## src/rtl/fc_sched_pkg.sv

```systemverilog
// Shared types and elaboration-time helpers for the FC / conv MAC schedulers.
// Latency: n/a (package only).
// Backpressure: n/a. Holds the FSM state enum, clog2/ceil_div/sat_dw and the
// lane/chunk constants of the default FC configuration (PE_NUM=8, IN_LEN=120).
package fc_sched_pkg;

  typedef enum logic [1:0] {
    IDLE  = 2'd0,
    FEED  = 2'd1,
    DRAIN = 2'd2,
    OUT   = 2'd3
  } fc_state_e;

  function automatic int clog2(input int v);
    int r;
    r = 0;
    while ((1 << r) < v) r++;
    return r;
  endfunction

  function automatic int ceil_div(input int a, input int b);
    return (a + b - 1) / b;
  endfunction

  // Clamp a wide signed value into the signed range of a dw-bit word.
  function automatic logic signed [63:0] sat_dw(input logic signed [63:0] v, input int dw);
    logic signed [63:0] hi;
    logic signed [63:0] lo;
    hi = (64'sd1 <<< (dw - 1)) - 64'sd1;
    lo = -(64'sd1 <<< (dw - 1));
    if (v > hi)      return hi;
    else if (v < lo) return lo;
    else             return v;
  endfunction

  localparam int FC_PE_NUM     = 8;
  localparam int FC_IN_LEN     = 120;
  localparam int FC_LANES      = 2 * FC_PE_NUM;
  localparam int FC_CHUNKS     = ceil_div(FC_IN_LEN, FC_LANES);
  localparam int FC_LAST_VALID = FC_IN_LEN - (FC_CHUNKS - 1) * FC_LANES;

endpackage

```

## src/rtl/fc_lane_reducer.sv

```systemverilog
// Masked signed adder tree over LANES DWIDTH-bit lane products.
// Latency: combinational, 0 cycles.
// Backpressure: none; lanes with index >= lane_cnt contribute 0.
// Ports: lanes (packed lane products, lane 0 in LSBs), lane_cnt (active lane
// count, 0..LANES), sum (signed, DWIDTH+clog2(LANES) bits, cannot overflow).
module fc_lane_reducer
  import fc_sched_pkg::*;
#(
  parameter int DWIDTH = 16,
  parameter int LANES  = 16,
  localparam int CNT_W = clog2(LANES) + 1,
  localparam int SUM_W = DWIDTH + clog2(LANES)
) (
  input  logic [LANES*DWIDTH-1:0] lanes,
  input  logic [CNT_W-1:0]        lane_cnt,
  output logic signed [SUM_W-1:0] sum
);

  always_comb begin
    sum = '0;
    for (int i = 0; i < LANES; i++) begin
      if (i < int'(lane_cnt)) begin
        sum = sum + SUM_W'($signed(lanes[i*DWIDTH +: DWIDTH]));
      end
    end
  end

endmodule

```

## src/rtl/fc_mac_scheduler.sv

```systemverilog
// Sequences one FC layer over the 2*PE_NUM-lane multiplier array, accumulating and saturating one result per neuron.
// Latency: CHUNKS + 1 + MULT_LAT + 1 cycles per neuron with res_ready high; result appears CHUNKS+MULT_LAT+1 cycles after the first read.
// Backpressure: res_valid/res_ready handshake; no reads are issued while a result waits, so stalls never disturb the accumulator.
// Build option: FC_RELU_EN (defined: negative saturated results become 0; undefined: signed result passes unchanged).
// Ports: clk/rst_n (async active-low); start pulse; rd_en, din_addr, w_addr to the input/weight buffers;
//        mult_dout lane products back from the multiplier list; res_data/res_valid/res_ready/res_idx result handshake;
//        busy (layer in progress), done (one-cycle pulse after the last result is accepted).
module fc_mac_scheduler
  import fc_sched_pkg::*;
#(
  parameter int DWIDTH   = 16,
  parameter int PE_NUM   = 8,
  parameter int IN_LEN   = 120,
  parameter int OUT_LEN  = 84,
  parameter int MULT_LAT = 1,
  parameter int ACC_W    = 32,
  parameter int ADDR_W   = 10
) (
  input  logic                       clk,
  input  logic                       rst_n,
  input  logic                       start,
  output logic                       rd_en,
  output logic [ADDR_W-1:0]          din_addr,
  output logic [ADDR_W-1:0]          w_addr,
  input  logic [2*PE_NUM*DWIDTH-1:0] mult_dout,
  output logic [DWIDTH-1:0]          res_data,
  output logic                       res_valid,
  input  logic                       res_ready,
  output logic [ADDR_W-1:0]          res_idx,
  output logic                       busy,
  output logic                       done
);

  localparam int LANES      = 2 * PE_NUM;
  localparam int CHUNKS     = ceil_div(IN_LEN, LANES);
  localparam int LAST_VALID = IN_LEN - (CHUNKS - 1) * LANES;
  localparam int PIPE_D     = 1 + MULT_LAT;  // buffer read + multiplier
  localparam int SUM_W      = DWIDTH + clog2(LANES);
  localparam int CNT_W      = clog2(LANES) + 1;

  localparam logic [ADDR_W-1:0] LAST_CHUNK  = ADDR_W'(CHUNKS - 1);
  localparam logic [ADDR_W-1:0] LAST_NEURON = ADDR_W'(OUT_LEN - 1);

  fc_state_e state_q, state_d;

  logic [ADDR_W-1:0]       chunk_q;
  logic [ADDR_W-1:0]       neuron_q;
  logic [ADDR_W-1:0]       w_cnt_q;      // neuron*CHUNKS + chunk, kept as a running count
  logic [PIPE_D-1:0]       tag_vld_q;
  logic [PIPE_D-1:0]       tag_last_q;
  logic signed [ACC_W-1:0] acc_q;
  logic [DWIDTH-1:0]       res_data_q;
  logic                    res_valid_q;
  logic [ADDR_W-1:0]       res_idx_q;
  logic                    busy_q;
  logic                    done_q;

  logic                    issue;
  logic                    last_chunk;
  logic                    tag_exit;
  logic                    tag_exit_last;
  logic                    accept;
  logic [CNT_W-1:0]        lane_cnt;
  logic signed [SUM_W-1:0] lane_sum;
  logic signed [ACC_W-1:0] acc_sum;
  logic [DWIDTH-1:0]       res_sat;
  logic [DWIDTH-1:0]       res_nxt;

  assign issue         = (state_q == FEED);
  assign last_chunk    = (chunk_q == LAST_CHUNK);
  assign tag_exit      = tag_vld_q[PIPE_D-1];
  assign tag_exit_last = tag_exit & tag_last_q[PIPE_D-1];
  assign accept        = (state_q == OUT) & res_valid_q & res_ready;

  // The tail chunk only carries LAST_VALID real lanes; the rest hold stale data.
  assign lane_cnt = tag_last_q[PIPE_D-1] ? CNT_W'(LAST_VALID) : CNT_W'(LANES);

  fc_lane_reducer #(
    .DWIDTH (DWIDTH),
    .LANES  (LANES)
  ) u_reducer (
    .lanes    (mult_dout),
    .lane_cnt (lane_cnt),
    .sum      (lane_sum)
  );

  assign acc_sum = acc_q + {{(ACC_W-SUM_W){lane_sum[SUM_W-1]}}, lane_sum};
  assign res_sat = DWIDTH'(sat_dw(64'(acc_sum), DWIDTH));

  always_comb begin
    res_nxt = res_sat;
`ifdef FC_RELU_EN
    // After clamping into DWIDTH range the MSB is the sign.
    if (res_sat[DWIDTH-1]) res_nxt = '0;
`endif
  end

  always_comb begin
    state_d = state_q;
    case (state_q)
      IDLE:    if (start)         state_d = FEED;
      FEED:    if (last_chunk)    state_d = DRAIN;
      DRAIN:   if (tag_exit_last) state_d = OUT;
      OUT:     if (accept)        state_d = (neuron_q == LAST_NEURON) ? IDLE : FEED;
      default:                    state_d = IDLE;
    endcase
  end

  always_ff @(posedge clk or negedge rst_n) begin
    if (!rst_n) state_q <= IDLE;
    else        state_q <= state_d;
  end

  always_ff @(posedge clk or negedge rst_n) begin
    if (!rst_n) begin
      chunk_q     <= '0;
      neuron_q    <= '0;
      w_cnt_q     <= '0;
      tag_vld_q   <= '0;
      tag_last_q  <= '0;
      acc_q       <= '0;
      res_data_q  <= '0;
      res_valid_q <= 1'b0;
      res_idx_q   <= '0;
      busy_q      <= 1'b0;
      done_q      <= 1'b0;
    end else begin
      done_q     <= 1'b0;
      tag_vld_q  <= {tag_vld_q[PIPE_D-2:0], issue};
      tag_last_q <= {tag_last_q[PIPE_D-2:0], issue & last_chunk};
      if (tag_exit) acc_q <= acc_sum;

      case (state_q)
        IDLE: begin
          if (start) begin
            neuron_q <= '0;
            chunk_q  <= '0;
            w_cnt_q  <= '0;
            acc_q    <= '0;
            busy_q   <= 1'b1;
          end
        end
        FEED: begin
          chunk_q <= chunk_q + ADDR_W'(1);
          w_cnt_q <= w_cnt_q + ADDR_W'(1);
        end
        DRAIN: begin
          if (tag_exit_last) begin
            res_data_q  <= res_nxt;
            res_valid_q <= 1'b1;
            res_idx_q   <= neuron_q;
          end
        end
        OUT: begin
          if (accept) begin
            res_valid_q <= 1'b0;
            acc_q       <= '0;
            if (neuron_q != LAST_NEURON) begin
              neuron_q <= neuron_q + ADDR_W'(1);
              chunk_q  <= '0;
            end else begin
              busy_q <= 1'b0;
              done_q <= 1'b1;
            end
          end
        end
        default: ;
      endcase
    end
  end

  assign rd_en     = issue;
  assign din_addr  = issue ? chunk_q : '0;
  assign w_addr    = issue ? w_cnt_q : '0;
  assign res_data  = res_data_q;
  assign res_valid = res_valid_q;
  assign res_idx   = res_idx_q;
  assign busy      = busy_q;
  assign done      = done_q;

endmodule

```

## config.mk

```make
export PLATFORM = sky130hd
export DESIGN_NAME = fc_mac_scheduler
export DESIGN_NICKNAME = d
export VERILOG_FILES = /design/src/rtl/fc_sched_pkg.sv /design/src/rtl/fc_lane_reducer.sv /design/src/rtl/fc_mac_scheduler.sv
export SDC_FILE = /design/constraint.sdc
export NUM_CORES = 1
export LEC_CHECK = 0
export CELL_PAD_IN_SITES_DETAIL_PLACEMENT = 0
export CELL_PAD_IN_SITES_GLOBAL_PLACEMENT = 1
export CORE_UTILIZATION = 29
export CTS_BUF_LIST = sky130_fd_sc_hd__clkbuf_8
export DETAILED_ROUTE_END_ITERATION = 10
export DONT_BUFFER_PORTS = 1
export GPL_ROUTABILITY_DRIVEN = 1
export HOLD_SLACK_MARGIN = 0.08
export PLACE_DENSITY_LB_ADDON = 0.1
export SLEW_MARGIN = 20
export SYNTH_ARGS = -nofsm -noshare
export SYNTH_HDL_FRONTEND = slang
export SYNTH_SLANG_ARGS = --single-unit
```

## constraint.sdc

```tcl
create_clock -name clk -period 32.6 [get_ports clk]
set_input_delay 4.89 -clock clk [delete_from_list [all_inputs] [get_ports clk]]
set_output_delay 4.89 -clock clk [all_outputs]
set_load 0.01 [all_outputs]
```

==> summary.md <==
| Metric | Value |
|---|---|
| Status | finished clean |
| Initial antenna violation count | 12 |
| Num CTS Buffers | 9 |
| Die height | 258 µm |
| EDFF count, synth | 0 |
| Worst-skew pair later-pin latency | 0.41 ns |
| Final setup margin | 7.54 ns |
| Initial detailed-routing violation count | 871 |
| Final slew viol count | 0 |
| Yosys top cell by area | ha_1 |
| Part of the cycle the worst path needs | 0.769 |
| Mapped Area | 19000 µm² |
| Crit Reg-Reg Endpoint | res_data[3] |
| CP max stage delay | 0.66 ns |
| Reg2reg setup slack | 15.97 ns |
| Global route overflow | 0 |
| Nets | 3083 |
| Die X-Extent | 258 µm |
| DRC violations left | 0 |
| Worst r2r src | tag_last_q[1] |
| Total negative slack | 0 ns |
| Avg Vias per Cell | 5.27 |
| HPWL after detailed placement | 55900 µm |
| # Post-CTS Setup Buffers | 0 |
| Clock Path Buffers | 2 |
| Min-delay src | tag_last_q[0] |
| Tot GR Track Use | 0.191 |
| Crit Path Max Fanout | 15 |
| Reg clk slew, reported paths | 0.11 ns |
| Hold buffers post-CTS | 0 |
| Fin crit period | 25.06 ns |
| Endpoints failing hold | 0 |
| Core area | 64600 µm² |
| Pin count of the biggest net entering global routing | 98 |
| Cells after Synth | 2506 |
| Syn Nets | 3105 |
| Syn. warnings | 0 |
| FP Rows | 93 |
| Htree depth | 3 |
| Routed Antenna Nets | 0 |
| Starting Density | 0.295 |
| Ranking of synthesized cells by area | ha_1, dfrtp_1, o21ai_0, xnor2_1, nor2_1 |
| Total iterations of the first detailed-routing run | 7 |
| Critical Path Slowest Stage Cell | or4b_2 |
| Area growth from synthesis to layout | 6.34% |
| Relative slew slack | 0.359 |
| Ys flop type | dfrtp_1 |
| WL final | 65300 µm |
| CTS Sinks | 97 |
| Synth cell types | 89 |
| Via count | 17600 |
| I/O pins | 310 |
| RSZ-0062 raised after global routing | false |
| I/O Buffers | 0 |
| CTS Root Cell | clkbuf_8 |
| Sequential-to-total area share from yosys stat | 0.128 |
| Place WS | 7.35 ns |
| Final setup fails | 0 |
| Crit path required time | 32.89 ns |
| Most used cell, CP | ha_1 |
| Origin of the worst setup path | mult_dout[0] |
| Worst Skew | 0.0143 ns |
| Drt wl/cell | 19.5 µm |
| Die footprint | 66600 µm² |
| Max-cap viol count | 0 |
| Critical Path AT | 25.35 ns |
| CP endpoint kind | flop |
| Vias in the first global route | 17200 |
| Final core utilization | 0.313 |
| Max Freq | 39.9 MHz |
| Placer Congestion | 0.867 |
| R2R depth | 69 |
| Crit path capture | res_data[3] |
| FF+latch count, synth | 97 |
| # resized after CTS | 0 |
| Layout cells sized above 1 | 0.0289 |
| Hold Path Depth | 0 |
| Async set-or-reset flop fraction in the synthesized netlist | 1.00 |
| Post-synth top area share | 0.212 |
| Mean post-synth cell area | 7.59 µm² |
| First-pass GRT wire length | 99800 µm |
| Hold Crit Class | reg -> reg |
| Critical path class | in -> reg |
| Worst slew pin tran | 0.960 ns |
| Startpoint Class | input pin |
| CTS tree | built |
[cell usage in the layout, fill, tap and decap left out, types with 6 or more instances in the layout]
master,instances
a211oi_1,27
a21boi_0,57
a21o_1,97
a21oi_1,168
a21oi_2,14
a221oi_1,6
a22o_1,10
a31oi_1,19
and2_1,32
and3_1,24
buf_4,7
clkbuf_8,10
dfrtp_1,96
fa_1,16
ha_1,323
inv_1,149
mux2i_1,27
nand2_1,228
nand2b_1,38
nand3_1,41
nand4_1,17
nor2_1,240
nor2b_1,35
nor3_1,39
nor4_1,12
o211ai_1,9
o21a_1,27
o21ai_0,288
o21ai_1,12
o21bai_1,17
o31ai_1,37
or3_1,8
xnor2_1,153
xor2_1,97
[area by class of cell]
cell class | instances | area (µm²)
Tap cell | 855 | 1070
Clock buffer | 10 | 138
Timing Repair Buffer | 7 | 52.6
Inverter | 149 | 559
Sequential cell | 97 | 2430
Antenna cell | 1 | 2.50
Clock inverter | 6 | 96.3
Multi-Input combinational cell | 2220 | 15900
Fill cell | 7023 | 44400
[cell usage after synthesis, types with 14 or more instances]
| cell | n |
|---|---|
| nor3_1 | 39 |
| o21ai_0 | 288 |
| fa_1 | 16 |
| clkbuf_1 | 32 |
| and3_1 | 25 |
| a21o_1 | 97 |
| dfrtp_1 | 97 |
| o21bai_1 | 17 |
| a21oi_1 | 168 |
| xor2_1 | 97 |
| a31oi_1 | 19 |
| o21a_1 | 27 |
| a21boi_0 | 57 |
| o31ai_1 | 37 |
| xnor2_1 | 153 |
| and2_1 | 32 |
| nand3_1 | 41 |
| a21oi_2 | 14 |
| nor2b_1 | 35 |
| ha_1 | 323 |
| inv_1 | 149 |
| nand4_1 | 17 |
| nand2b_1 | 38 |
| a211oi_1 | 27 |
| nand2_1 | 228 |
| nor2_1 | 241 |
| mux2i_1 | 27 |
[logic make-up (layout without fill, tap and decap cells)]
logic type,after synthesis,in the layout,share of synthesized area
AOI/OAI and AO/OA,854,854,0.285
xor gates and xnor gates,258,258,0.124
adders and majority gates,339,339,0.229
buffers and inverters,189,172,0.0381
DFF,97,97,0.128
muxes,31,31,0.0166
other,0,1,0
and+or+nand+nor,738,738,0.179
[registers in the layout (all words and copies together) (netlist names), 10 cells and up]
signal and count:
neuron_q 10, acc_q 32, w_cnt_q 10, chunk_q 10, res_idx 10, res_data 16
[through the flow]
step / hold slack (ns) / std cells / instance area [µm²]
5_1_grt: 0.374 / 3344 / 20200
4_1_cts: 0.362 / 3344 / 20200
6_report: 0.359 / 3345 / 20200
3_5_place_dp: 0.335 / 3328 / 20000
2_1_floorplan: 0.331 / 2506 / 19000
3_3_place_gp: 0.335 / 3328 / 20000
[worst min-delay path by stage]
stage	endpoint	slack [ns]
after floorplan	tag_last_q[1]	0.33
after global placement	tag_last_q[1]	0.33
after detailed placement	tag_last_q[1]	0.33
after CTS	tag_last_q[1]	0.36
after global routing	tag_last_q[1]	0.37
final	tag_last_q[1]	0.36
[worst max-delay path: cells and delay by family]
kind,cells,cell delay [ns]
adder cells (fa/ha/maj),17,5.67
AND/OR/NAND/NOR,24,4.10
AO/OA/AOI/OAI,38,8.48
XOR/XNOR,9,2.15
[routing by layer]
metal	global-route usage	part of all wire
met5	0	0.0020
met1	0.251	0.47
met2	0.327	0.47
met4	0.0153	0.0047
met3	0.0464	0.059
Power is left out: the tool's default activity adds up to more than one toggle a clock period on the data nets, which glitch-free logic cannot reach.
